===== src/rtl/alu_ext_arb_if.sv =====
// ============================================================================
// Module   : alu_ext_arb_if
// Brief    : Requester-side and unit-side bundle for the alu_ext arbiter.
// Revision : 1.0 - initial release
// ============================================================================
`default_nettype none

`ifndef LEN_FUNC3
`define LEN_FUNC3 3
`endif
`ifndef LEN_FUNC7
`define LEN_FUNC7 7
`endif
`ifndef LEN_WORD
`define LEN_WORD 32
`endif
`ifndef LEN_PREG_ADDR
`define LEN_PREG_ADDR 6
`endif

interface alu_ext_arb_if #(
  parameter int NUM_REQ = 2
);
  logic [NUM_REQ-1:0]                  req_order;
  logic [NUM_REQ*`LEN_FUNC3-1:0]       req_func3;
  logic [NUM_REQ*`LEN_FUNC7-1:0]       req_func7;
  logic [NUM_REQ*`LEN_WORD-1:0]        req_rs1;
  logic [NUM_REQ*`LEN_WORD-1:0]        req_rs2;
  logic [NUM_REQ*`LEN_PREG_ADDR-1:0]   req_pa_rd;
  logic [NUM_REQ-1:0]                  req_accepted;
  logic [NUM_REQ-1:0]                  req_done;
  logic [`LEN_WORD-1:0]                res_rd;
  logic [`LEN_PREG_ADDR-1:0]           res_pa_rd;
  logic                                u_order;
  logic                                u_accepted;
  logic                                u_done;
  logic [`LEN_FUNC3-1:0]               u_func3;
  logic [`LEN_FUNC7-1:0]               u_func7;
  logic [`LEN_WORD-1:0]                u_rs1;
  logic [`LEN_WORD-1:0]                u_rs2;
  logic [`LEN_WORD-1:0]                u_rd;
  logic                                err_spurious;

  // Arbiter view
  modport slave (
    input  req_order, req_func3, req_func7, req_rs1, req_rs2, req_pa_rd,
    input  u_accepted, u_done, u_rd,
    output req_accepted, req_done, res_rd, res_pa_rd,
    output u_order, u_func3, u_func7, u_rs1, u_rs2, err_spurious
  );

  // Requesters plus alu_ext view
  modport master (
    output req_order, req_func3, req_func7, req_rs1, req_rs2, req_pa_rd,
    output u_accepted, u_done, u_rd,
    input  req_accepted, req_done, res_rd, res_pa_rd,
    input  u_order, u_func3, u_func7, u_rs1, u_rs2, err_spurious
  );
endinterface

`default_nettype wire


===== src/rtl/alu_ext_arb.sv =====
// ============================================================================
// Module   : alu_ext_arb
// Brief    : Shares one alu_ext unit among NUM_REQ requesters, one op in flight.
//            ALU_EXT_ARB_FIXED_PRIO_EN selects fixed lowest-index priority
//            instead of round-robin.
// Revision : 1.0 - initial release
// ============================================================================
`default_nettype none

`ifndef LEN_FUNC3
`define LEN_FUNC3 3
`endif
`ifndef LEN_FUNC7
`define LEN_FUNC7 7
`endif
`ifndef LEN_WORD
`define LEN_WORD 32
`endif
`ifndef LEN_PREG_ADDR
`define LEN_PREG_ADDR 6
`endif

module alu_ext_arb #(
  parameter int NUM_REQ = 2
) (
  input  logic          clk,
  input  logic          rst,
  alu_ext_arb_if.slave  bus
);
  localparam int IDX_W = $clog2(NUM_REQ);
  localparam int LF3   = `LEN_FUNC3;
  localparam int LF7   = `LEN_FUNC7;
  localparam int LW    = `LEN_WORD;
  localparam int LT    = `LEN_PREG_ADDR;
  localparam logic [NUM_REQ-1:0] ONE = {{(NUM_REQ-1){1'b0}}, 1'b1};

  typedef enum logic [1:0] {
    S_IDLE  = 2'd0,
    S_ISSUE = 2'd1,
    S_WAIT  = 2'd2,
    S_DONE  = 2'd3
  } state_e;

  state_e              state_q;
  logic [IDX_W-1:0]    gnt_q;
  logic [LF3-1:0]      f3_q;
  logic [LF7-1:0]      f7_q;
  logic [LW-1:0]       rs1_q;
  logic [LW-1:0]       rs2_q;
  logic [LT-1:0]       tag_q;
  logic [LW-1:0]       res_rd_q;
  logic [LT-1:0]       res_tag_q;
  logic [NUM_REQ-1:0]  req_done_q;
  logic                u_order_q;
  logic                err_q;

  logic                gnt_vld;
  logic [IDX_W-1:0]    gnt_idx;

`ifdef ALU_EXT_ARB_FIXED_PRIO_EN
  always_comb begin
    gnt_vld = 1'b0;
    gnt_idx = '0;
    for (int i = NUM_REQ - 1; i >= 0; i--) begin
      if (bus.req_order[i]) begin
        gnt_vld = 1'b1;
        gnt_idx = IDX_W'(i);
      end
    end
  end
`else
  logic [IDX_W-1:0] ptr_q;

  // Walk offsets from the highest down so the smallest offset from ptr wins.
  function automatic logic [IDX_W:0] rr_pick(input logic [NUM_REQ-1:0] req,
                                             input logic [IDX_W-1:0]   ptr);
    logic [IDX_W:0] r;
    int             cand;
    r = '0;
    for (int i = NUM_REQ - 1; i >= 0; i--) begin
      cand = (int'(ptr) + i) % NUM_REQ;
      if (req[cand[IDX_W-1:0]]) r = {1'b1, cand[IDX_W-1:0]};
    end
    return r;
  endfunction

  always_comb begin
    {gnt_vld, gnt_idx} = rr_pick(bus.req_order, ptr_q);
  end
`endif

  // Gated by rst so a held order cannot produce an accept pulse in reset.
  assign bus.req_accepted = (state_q == S_IDLE && gnt_vld && !rst) ? (ONE << gnt_idx) : '0;
  assign bus.req_done     = req_done_q;
  assign bus.res_rd       = res_rd_q;
  assign bus.res_pa_rd    = res_tag_q;
  assign bus.u_order      = u_order_q;
  assign bus.u_func3      = f3_q;
  assign bus.u_func7      = f7_q;
  assign bus.u_rs1        = rs1_q;
  assign bus.u_rs2        = rs2_q;
  assign bus.err_spurious = err_q;

  always_ff @(posedge clk or posedge rst) begin
    if (rst) begin
      state_q    <= S_IDLE;
      gnt_q      <= '0;
      f3_q       <= '0;
      f7_q       <= '0;
      rs1_q      <= '0;
      rs2_q      <= '0;
      tag_q      <= '0;
      res_rd_q   <= '0;
      res_tag_q  <= '0;
      req_done_q <= '0;
      u_order_q  <= 1'b0;
      err_q      <= 1'b0;
`ifndef ALU_EXT_ARB_FIXED_PRIO_EN
      ptr_q      <= '0;
`endif
    end else begin
      req_done_q <= '0;
      if (bus.u_done && (state_q == S_IDLE || state_q == S_DONE)) err_q <= 1'b1;

      case (state_q)
        S_IDLE: begin
          if (gnt_vld) begin
            gnt_q     <= gnt_idx;
            f3_q      <= bus.req_func3[gnt_idx*LF3 +: LF3];
            f7_q      <= bus.req_func7[gnt_idx*LF7 +: LF7];
            rs1_q     <= bus.req_rs1[gnt_idx*LW +: LW];
            rs2_q     <= bus.req_rs2[gnt_idx*LW +: LW];
            tag_q     <= bus.req_pa_rd[gnt_idx*LT +: LT];
            u_order_q <= 1'b1;
            state_q   <= S_ISSUE;
          end
        end
        S_ISSUE: begin
          if (bus.u_accepted) begin
            u_order_q <= 1'b0;
            if (bus.u_done) begin
              res_rd_q   <= bus.u_rd;
              res_tag_q  <= tag_q;
              req_done_q <= ONE << gnt_q;
              state_q    <= S_DONE;
            end else begin
              state_q <= S_WAIT;
            end
          end
        end
        S_WAIT: begin
          if (bus.u_done) begin
            res_rd_q   <= bus.u_rd;
            res_tag_q  <= tag_q;
            req_done_q <= ONE << gnt_q;
            state_q    <= S_DONE;
          end
        end
        S_DONE: begin
          state_q <= S_IDLE;
`ifndef ALU_EXT_ARB_FIXED_PRIO_EN
          ptr_q <= (int'(gnt_q) + 1 == NUM_REQ) ? '0 : gnt_q + 1'b1;
`endif
        end
        default: state_q <= S_IDLE;
      endcase
    end
  end
endmodule

`default_nettype wire


===== src/flat_wrapper.sv =====
// flat-port wrapper written by rule: the top's interface ports become plain ports
module alu_ext_arb_flat 
#(
  parameter int NUM_REQ = 2
)
  (clk, rst, bus_req_order, bus_req_func3, bus_req_func7, bus_req_rs1, bus_req_rs2, bus_req_pa_rd, bus_u_accepted, bus_u_done, bus_u_rd, bus_req_accepted, bus_req_done, bus_res_rd, bus_res_pa_rd, bus_u_order, bus_u_func3, bus_u_func7, bus_u_rs1, bus_u_rs2, bus_err_spurious);
  alu_ext_arb_if #(.NUM_REQ(NUM_REQ)) bus_i ();
  input  logic clk;
  input  logic rst;
  input wire logic [$bits(bus_i.req_order)-1:0] bus_req_order;
  input wire logic [$bits(bus_i.req_func3)-1:0] bus_req_func3;
  input wire logic [$bits(bus_i.req_func7)-1:0] bus_req_func7;
  input wire logic [$bits(bus_i.req_rs1)-1:0] bus_req_rs1;
  input wire logic [$bits(bus_i.req_rs2)-1:0] bus_req_rs2;
  input wire logic [$bits(bus_i.req_pa_rd)-1:0] bus_req_pa_rd;
  input wire logic [$bits(bus_i.u_accepted)-1:0] bus_u_accepted;
  input wire logic [$bits(bus_i.u_done)-1:0] bus_u_done;
  input wire logic [$bits(bus_i.u_rd)-1:0] bus_u_rd;
  output wire logic [$bits(bus_i.req_accepted)-1:0] bus_req_accepted;
  output wire logic [$bits(bus_i.req_done)-1:0] bus_req_done;
  output wire logic [$bits(bus_i.res_rd)-1:0] bus_res_rd;
  output wire logic [$bits(bus_i.res_pa_rd)-1:0] bus_res_pa_rd;
  output wire logic [$bits(bus_i.u_order)-1:0] bus_u_order;
  output wire logic [$bits(bus_i.u_func3)-1:0] bus_u_func3;
  output wire logic [$bits(bus_i.u_func7)-1:0] bus_u_func7;
  output wire logic [$bits(bus_i.u_rs1)-1:0] bus_u_rs1;
  output wire logic [$bits(bus_i.u_rs2)-1:0] bus_u_rs2;
  output wire logic [$bits(bus_i.err_spurious)-1:0] bus_err_spurious;
  assign bus_i.req_order = bus_req_order;
  assign bus_i.req_func3 = bus_req_func3;
  assign bus_i.req_func7 = bus_req_func7;
  assign bus_i.req_rs1 = bus_req_rs1;
  assign bus_i.req_rs2 = bus_req_rs2;
  assign bus_i.req_pa_rd = bus_req_pa_rd;
  assign bus_i.u_accepted = bus_u_accepted;
  assign bus_i.u_done = bus_u_done;
  assign bus_i.u_rd = bus_u_rd;
  assign bus_req_accepted = bus_i.req_accepted;
  assign bus_req_done = bus_i.req_done;
  assign bus_res_rd = bus_i.res_rd;
  assign bus_res_pa_rd = bus_i.res_pa_rd;
  assign bus_u_order = bus_i.u_order;
  assign bus_u_func3 = bus_i.u_func3;
  assign bus_u_func7 = bus_i.u_func7;
  assign bus_u_rs1 = bus_i.u_rs1;
  assign bus_u_rs2 = bus_i.u_rs2;
  assign bus_err_spurious = bus_i.err_spurious;
  alu_ext_arb #(.NUM_REQ(NUM_REQ)) u_core (.clk(clk), .rst(rst), .bus(bus_i));
endmodule

===== config.mk =====
export PLATFORM = sky130hd
export DESIGN_NAME = alu_ext_arb_flat
export DESIGN_NICKNAME = d
export VERILOG_FILES = /design/src/rtl/alu_ext_arb_if.sv /design/src/rtl/alu_ext_arb.sv /design/src/flat_wrapper.sv
export SDC_FILE = /design/constraint.sdc
export NUM_CORES = 1
export LEC_CHECK = 0
export CORE_MARGIN = 2
export CORE_UTILIZATION = 35
export CTS_BUF_LIST = sky130_fd_sc_hd__clkbuf_16
export DETAILED_ROUTE_END_ITERATION = 16
export PLACE_DENSITY = 0.73
export SLEW_MARGIN = 20
export SYNTH_ARGS = -nofsm -noshare
export SYNTH_HDL_FRONTEND = slang
export SYNTH_SLANG_ARGS = --single-unit

===== constraint.sdc =====
create_clock -name clk -period 8.5 [get_ports clk]
set_input_delay 0.85 -clock clk [delete_from_list [all_inputs] [get_ports clk]]
set_output_delay 0.85 -clock clk [all_outputs]
set_load 0.02 [all_outputs]

== Word level (Yosys, flattened, before mapping) ==
Cells that the tools add are included.

* Flip-flop bits (word level): 126
* Input port bits: 198
* Output and inout bits: 118
* Logic and storage cells: 72

* Add/sub/neg operators: 3
* Multipliers: 3
* Magnitude comparators: 2
* Equality and inequality tests: 7
* Shifts and indexed selects: 7
* Mux-type cells: 25
* Reductions and logical operators: 12

{| class="wikitable"
|+ Operators with widths
! operator !! number
|-
| $shiftx A64 B7 Y32 || 2
|-
| $mux W32 || 2
|-
| $pmux W32 S2 || 1
|-
| $eq A32 B3 Y1 const B || 1
|-
| $mux W2 || 8
|-
| $shiftx A14 B5 Y7 || 1
|-
| $mux W6 || 2
|-
| $pmux W6 S2 || 1
|-
| $shiftx A12 B5 Y6 || 1
|-
| $mux W1 || 8
|-
| $pmux W2 S4 || 1
|-
| $mul A1 B2 Y3 const B || 2
|-
| $reduce_and A3 Y1 || 2
|-
| $shiftx A6 B4 Y3 || 1
|-
| $eq A2 B2 Y1 const B || 2
|-
| $lt A1 B2 Y1 const B || 2
|-
| $mul A1 B3 Y4 const B || 1
|-
| $ne A2 B2 Y1 const B || 2
|-
| $pmux W2 S2 || 1
|-
| $reduce_and A2 Y1 || 2
|-
| $reduce_bool A2 Y1 || 2
|-
| $shl A1 B1 Y2 const A || 2
|-
| $logic_and A1 B1 Y1 || 3
|-
| $add A1 B1 Y1 const B || 2
|-
| other kinds (7) || 7
|}

== Longest topological paths before layout ==
Gate-level depths: netlist of the first run.

* Depth in word-level cells: 8
* Mapped depth: 8
* Depth with buffers taken out: 5

== Worst setup path before layout of the first run ==
Ideal clock, no wire load.

* Path type: input to output
* From: in bus_req_order[1]
* To: out bus_req_accepted[1]
* Data arrival time: 1,717 ps
* Required time: 7,650 ps
* Setup slack: 5,933 ps
* Cell stages on the path: 4
* Buffers on the path: 2
* Cell sequence: buf_2 > buf_1 > nand3_1 > nor2_1

* Longest elaborated chain between the ends: 7
* Elaborated cells on any way between the ends: 10
* Those cells by class: shift: 1; mux: 7; reduce/logical: 2

{| class="wikitable"
|+ RTL lines
! element !! RTL line !! RTL
|-
| start, declared || flat_wrapper.sv:10 || <nowiki>input wire logic [$bits(bus_i.req_order)-1:0] bus_req_order;</nowiki>
|-
| $mux W1 (not written as such) (2 in series) || alu_ext_arb.sv:82 || <nowiki>if (req[cand[IDX_W-1:0]]) r = {1'b1, cand[IDX_W-1:0]};</nowiki>
|-
| $mux W2 || alu_ext_arb.sv:82 ||
|-
| $mux W2 * || alu_ext_arb.sv:82 ||
|-
| $logic_and A1 B1 Y1 (2 in series) || alu_ext_arb.sv:93 || <nowiki>assign bus.req_accepted = (state_q == S_IDLE && gnt_vld && !rst) ? (ONE << gnt_idx) : '0;</nowiki>
|-
| $mux W2 * || alu_ext_arb.sv:93 ||
|-
| end, declared || flat_wrapper.sv:19 || <nowiki>output wire logic [$bits(bus_i.req_accepted)-1:0] bus_req_accepted;</nowiki>
|}

Every way passes the cells marked *; elsewhere a longest branch is shown, timed or not. The select of a mux whose other input is x is not followed.

== Worst setup path in the final report of the first run ==
* From: in bus_req_order[0]
* To: out bus_req_accepted[0]

Same word-level chain as after synthesis.

==> results of run 1 <==
metrics by stage:
stage,power (mW),hold WS [ns],setup WS (ns),cells,cell area [um2]
after global placement,2.90,0.445,4.65,1070,9050
final,3.61,0.459,4.68,1102,9630
after floorplan,2.11,0.426,4.29,585,5880
after CTS,3.64,0.465,4.66,1102,9630
after global routing,3.83,0.490,4.57,1102,9630
after detailed placement,2.93,0.447,4.67,1070,9050
worst reg2reg max path, cell delays in order (launching register included):
cell,delay (ns)
dfrtp_1,0.41
inv_1,0.14
ha_1,0.36
o21a_2,0.68
buf_4,0.59
nor2_1,0.12
a21oi_1,0.16
placed cells by master, fill, tap and decap left out, types with 2 or more instances in the layout:
cell               n
clkinvlp_4         2
mux2_2            18
o21ai_4            2
nor2b_1            2
clkinv_2           4
o21ai_0           54
o21ai_1           28
a31oi_1           80
clkbuf_16         17
nor2_1            87
mux2_4            20
buf_4              7
nand2_1            3
a21oi_1           81
clkinv_4           3
inv_1              6
inv_6              2
ha_1               5
dfrtp_1          126
bufinv_16          2
clkdlybuf4s50_1  314
report_power, final:
part	switching [mW]	internal, mW	leakage (nW)	total (mW)
clock	0.273	0.430	0.282	0.703
combinational	0.955	0.885	2.16	1.84
sequential	0.162	0.906	1.43	1.07
layer usage:
layer  vias up  share of wire
met2       233           0.48
met5         -        0.00056
met1      2726           0.43
met4         2          0.022
li1       2677              -
met3        29          0.068
logic make-up (layout without fill, tap and decap cells):
kind of cell / after synthesis / in the layout / share of synthesized area
DFF: 126 / 126 / 0.536
AOI/OAI and AO/OA: 253 / 253 / 0.240
buffers and inverters: 65 / 362 / 0.0605
adders and majority gates: 5 / 5 / 0.0106
muxes: 39 / 39 / 0.0873
and+or+nand+nor: 97 / 97 / 0.0653
layout make-up:
type,count,area (um2),share of cell area
Timing Repair Buffer,323,3210,0.334
Sequential cell,126,3150,0.327
Multi-Input combinational cell,394,2390,0.248
Clock buffer,17,425,0.0442
Tap cell,220,275,0.0286
Clock inverter,15,146,0.0152
Inverter,7,28.8,0.00299
registers in the layout, indices dropped and copies added, names as in the netlist:
name                     count
u_core.bus.res_rd           32
u_core.bus.u_rs1            32
u_core.bus.u_rs2            32
u_core.bus.u_func7           7
u_core.bus.res_pa_rd         6
u_core.tag_q                 6
u_core.bus.u_func3           3
u_core.bus.req_done          2
u_core.state_q               2
u_core.bus.err_spurious      1
u_core.bus.u_order           1
u_core.gnt_q                 1
u_core.ptr_q                 1
how the worst min path moves through the flow:
stage                         endpoint  slack, ns  cells past startpoint
6_report       u_core.bus.err_spurious       0.46                      1
3_5_place_dp   u_core.bus.err_spurious       0.45                      1
5_1_grt        u_core.bus.err_spurious       0.49                      1
3_3_place_gp   u_core.bus.err_spurious       0.44                      1
2_1_floorplan   u_core.bus.req_done[0]       0.43                      1
4_1_cts        u_core.bus.err_spurious       0.47                      1
==> results.sh, run 1 <==
export IMPL_crit_family="buffers and inverters"
export IMPL_cts_resized_gates=0
export IMPL_final_core_util=0.583
export IMPL_final_max_slew_violation_count=0
export IMPL_boundaryPins=316
export IMPL_fp_dieW_um=134
export IMPL_max_stage_delay_ns=0.69
export IMPL_crit_top_cell="clkdlybuf4s50_1"
export IMPL_cp_start_kind="input pin"
export IMPL_post_cts_buffers=0
export IMPL_max_freq_mhz=262
export IMPL_synth_top_area_cell="dfrtp_1"
export IMPL_hold_start="u_core.bus.err_spurious"
export IMPL_die_y_um=134
export IMPL_track_usage=0.220
export IMPL_setup_viol=0
export IMPL_critical_path_class="in -> out"
export IMPL_synth_distinct_cells=34
export IMPL_skew_ns=0.00818
export IMPL_portBuffers=315
export IMPL_avgSynthCellArea_um2=10.0
export IMPL_cts_hold_buffers=0
export IMPL_max_slew_margin=0.361
export IMPL_overflow=0
export IMPL_power_leakage_nw=3.88
export IMPL_gp_congestion=0.781
export IMPL_wl_um=19800
export IMPL_hold_path_class="reg -> reg"
export IMPL_synthFlopType="dfrtp_1"
export IMPL_drive_gt1_frac=0.0975
export IMPL_crit_end="bus_req_accepted[0]"
export IMPL_fillers=1425
export IMPL_cts_buffers=17
export IMPL_grt_pass1_vias=5625
export IMPL_syn_area_mm2=0.00588
export IMPL_core_area_mm2=0.0165
export IMPL_cts_root_buffer="clkbuf_16"
export IMPL_cts_tree="done"
export IMPL_antenna_cells=0
export IMPL_synth_seq_cells=126
export IMPL_ys_seq_area_frac=0.536
export IMPL_layout_min_cycle_time_ns=3.82
export IMPL_synth_most_common_cell="dfrtp_1"
export IMPL_synth_top_cell_area_share=0.536
export IMPL_cts_clk_slew_worst_paths_ns=0.06
export IMPL_synth_area_leaders="dfrtp_1, a31oi_1, a21oi_1"
export IMPL_drt_iter0_drc=312
export IMPL_met1_usage=0.289
export IMPL_end_kind="output pin"
export IMPL_power_density_mw_per_mm2=375
export IMPL_grt_start_max_net_pins=88
export IMPL_hold_viol=0
export IMPL_cts_buffer_depth=2
export IMPL_grtUsageMet3=0.0548
export IMPL_syn_inst=585
export IMPL_crit_cells=5
export IMPL_ant_nets=0
export IMPL_busiest_layer="met2"
export IMPL_crit_path_max_fanout=81
export IMPL_clk_latency_ns=0.41
export IMPL_grt_pass1_wl_um=31200
export IMPL_period_share=0.449
export IMPL_cts_htree_levels=4
export IMPL_synth_warnings=0
export IMPL_worst_path_buf_inv=3
export IMPL_wl_per_cell_um=18.0
export IMPL_via_per_inst=5.14
export IMPL_ff2ff_setup_slack_ns=5.97
export IMPL_r2r_cells=6
export IMPL_dr_pass1_iters=4
export IMPL_synth_edf_count=0
export IMPL_worstPathCellList="clkdlybuf4s50_1 -> o21ai_4 -> buf_4 -> a211oi_2 -> clkdlybuf4s50_1"
export IMPL_required_ns=7.65
export IMPL_area_growth_pct=63.8
export IMPL_worst_endpoint_arrival_ns=2.97
export IMPL_num_rows=47
export IMPL_synth_top_cells_by_count="dfrtp_1, nor2_1, a21oi_1, a31oi_1, o21ai_0"
export IMPL_die_area_mm2=0.0178
export IMPL_syn_nets=788
export IMPL_cp_startpoint="bus_req_order[0]"
export IMPL_layout_nets=1072
export IMPL_tns_ns=0
export IMPL_rsz0062_at_grt="no"
export IMPL_r2r_end="u_core.bus.u_rs1[23]"
export IMPL_place_hpwl_um=13100
export IMPL_tightest_slew_ns=0.958
export IMPL_start_util=0.356
export IMPL_drc=0
export IMPL_peakVddDrop_mv=0.363
export IMPL_slowest_stage="buf_4"
export IMPL_gr_usage_met2=0.355
export IMPL_status="complete, no violations"
export IMPL_r2r_start="u_core.state_q[1]"
export IMPL_clock_sinks=126
export IMPL_antenna_found_initial=1
export IMPL_synthArstFlopShare=1.00
export IMPL_timing_max_cap_violations=0
export IMPL_vias=5667
(Power assumes the default switching activity.)
==> inputs of run 2 (changes only) <==
- PLACE_DENSITY: 0.73 -> 0.76
- clock period: 8.5 -> 3.5 ns (I/O delays scaled with it)
==> run 2 against run 1 <==
  * Global-route usage rose by 0.60 points
  * First-iteration DRC count shrank 15%
  * Core utilization up 0.66 points
  * Final cell count grew 0.64%
  * Via count rose by 0.85%
  * Combinational power rose by 140%
  * Design area is 1.1% higher
  * Hold slack got worse by 0.0021 ns
  * Sequential power increased by 150%
  * Clock power grew to 2.6 times the previous value
  * Critical path depth unchanged
  * Die area is the same
  * Critical endpoint unchanged
  * Largest cell class unchanged
  * Largest power group unchanged
==> results.sh, run 2 (synthesis results as in run 1) <==
export IMPL_ant_nets=0
export IMPL_rsz0062_at_grt="no"
export IMPL_cts_clk_slew_worst_paths_ns=0.06
export IMPL_cts_tree="done"
export IMPL_gp_congestion=0.851
export IMPL_required_ns=3.15
export IMPL_max_slew_margin=0.393
export IMPL_final_common_cell="clkdlybuf4s50_1"
export IMPL_wl_per_cell_um=18.3
export IMPL_core_area_mm2=0.0165
export IMPL_portBuffers=315
export IMPL_layout_min_cycle_time_ns=2.61
export IMPL_antenna_found_initial=0
export IMPL_peakVddDrop_mv=1.03
export IMPL_ff2ff_setup_slack_ns=1.33
export IMPL_worst_path_buf_inv=2
export IMPL_tns_ns=0
export IMPL_cts_buffer_depth=2
export IMPL_grt_start_max_net_pins=81
export IMPL_max_stage_delay_ns=0.63
export IMPL_final_core_util=0.589
export IMPL_clock_sinks=126
export IMPL_layout_nets=1079
export IMPL_crit_path_max_fanout=7
export IMPL_vias=5715
export IMPL_track_usage=0.226
export IMPL_tightest_slew_ns=0.910
export IMPL_period_share=0.746
export IMPL_hold_viol=0
export IMPL_hold_path_class="reg -> reg"
export IMPL_dr_pass1_iters=5
export IMPL_antenna_cells=0
export IMPL_skew_ns=0.00739
export IMPL_timing_max_cap_violations=0
export IMPL_slowest_stage="clkdlybuf4s50_1"
export IMPL_post_cts_buffers=0
export IMPL_clk_latency_ns=0.41
export IMPL_via_per_inst=5.15
export IMPL_start_util=0.356
export IMPL_cts_htree_levels=4
export IMPL_wl_um=20300
export IMPL_overflow=0
export IMPL_place_hpwl_um=13800
export IMPL_status="complete, no violations"
export IMPL_cts_root_buffer="clkbuf_16"
export IMPL_worst_endpoint_arrival_ns=2.26
export IMPL_max_freq_mhz=383
export IMPL_cp_start_kind="register"
export IMPL_grt_pass1_vias=5865
export IMPL_fillers=1402
export IMPL_die_y_um=134
export IMPL_area_growth_pct=65.7
export IMPL_final_max_slew_violation_count=0
export IMPL_grt_pass1_wl_um=31700
export IMPL_critical_path_class="reg -> out"
export IMPL_num_rows=47
export IMPL_power_density_mw_per_mm2=918
export IMPL_end_kind="output pin"
export IMPL_worstPathCellList="inv_1 -> ha_1 -> o21ai_4 -> a211oi_2 -> clkdlybuf4s50_1"
export IMPL_cts_buffers=17
export IMPL_power_leakage_nw=3.93
export IMPL_layout_common_cells="clkdlybuf4s50_1, dfrtp_1, nor2_1, a21oi_1, a31oi_1"
export IMPL_setup_viol=0
export IMPL_crit_family="buffers and inverters"
export IMPL_drt_iter0_drc=265
export IMPL_cts_resized_gates=0
export IMPL_drc=0
export IMPL_die_area_mm2=0.0178
export IMPL_boundaryPins=316
export IMPL_cts_hold_buffers=0
export IMPL_fp_dieW_um=134
export IMPL_drive_gt1_frac=0.106
==> run 2: routing by layer <==
layer,routed length (um),global-route usage,vias up
li1,-,-,2691
met1,8080,0.280,2714
met2,9670,0.363,273
met3,1960,0.0769,37
met4,596,0.0916,0
met5,0,0,-
==> run 2: path summary, 6_finish.rpt <==
path	to	cells past startpoint	start
max	bus_req_accepted[0]	5	u_core.state_q[1]
min	u_core.bus.err_spurious	1	u_core.bus.err_spurious
max reg2reg	u_core.bus.u_func7[2]	6	u_core.state_q[0]
min reg2reg	u_core.bus.err_spurious	1	u_core.bus.err_spurious
max in group asynchronous	u_core.bus.u_rs1[9]	3	rst
min in group asynchronous	u_core.gnt_q	2	rst
==> run 2: area by class of cell <==
type	instances	area, um2	area share
Tap cell	220	275	0.0283
Clock inverter	15	188	0.0193
Sequential cell	126	3150	0.324
Inverter	7	30.0	0.00308
Timing Repair Buffer	330	3270	0.336
Clock buffer	17	425	0.0437
Multi-Input combinational cell	394	2390	0.246
==> run 2: through the flow <==
step	std cells	power (mW)	worst slack, ns	area [um2]	hold WS (ns)
global route	1109	9.44	0.754	9740	0.467
CTS	1109	9.00	0.864	9740	0.457
detailed placement	1077	7.12	1.12	9130	0.447
global placement	1077	7.05	1.14	9130	0.448
finish	1109	8.94	0.888	9740	0.457
floorplan	585	5.13	1.60	5880	0.426
==> run 2: worst register-to-register path, cell delays in order (launching register included) <==
cell	delay, ns
dfrtp_1	0.43
inv_1	0.10
ha_1	0.32
o21ai_4	0.10
buf_4	0.71
a31oi_1	0.20
a21oi_1	0.22
==> run 2: power breakdown <==
group	switching, mW	internal (mW)
registers	0.423	2.20
clock network	0.691	1.13
logic	2.32	2.17
total	3.43	5.51
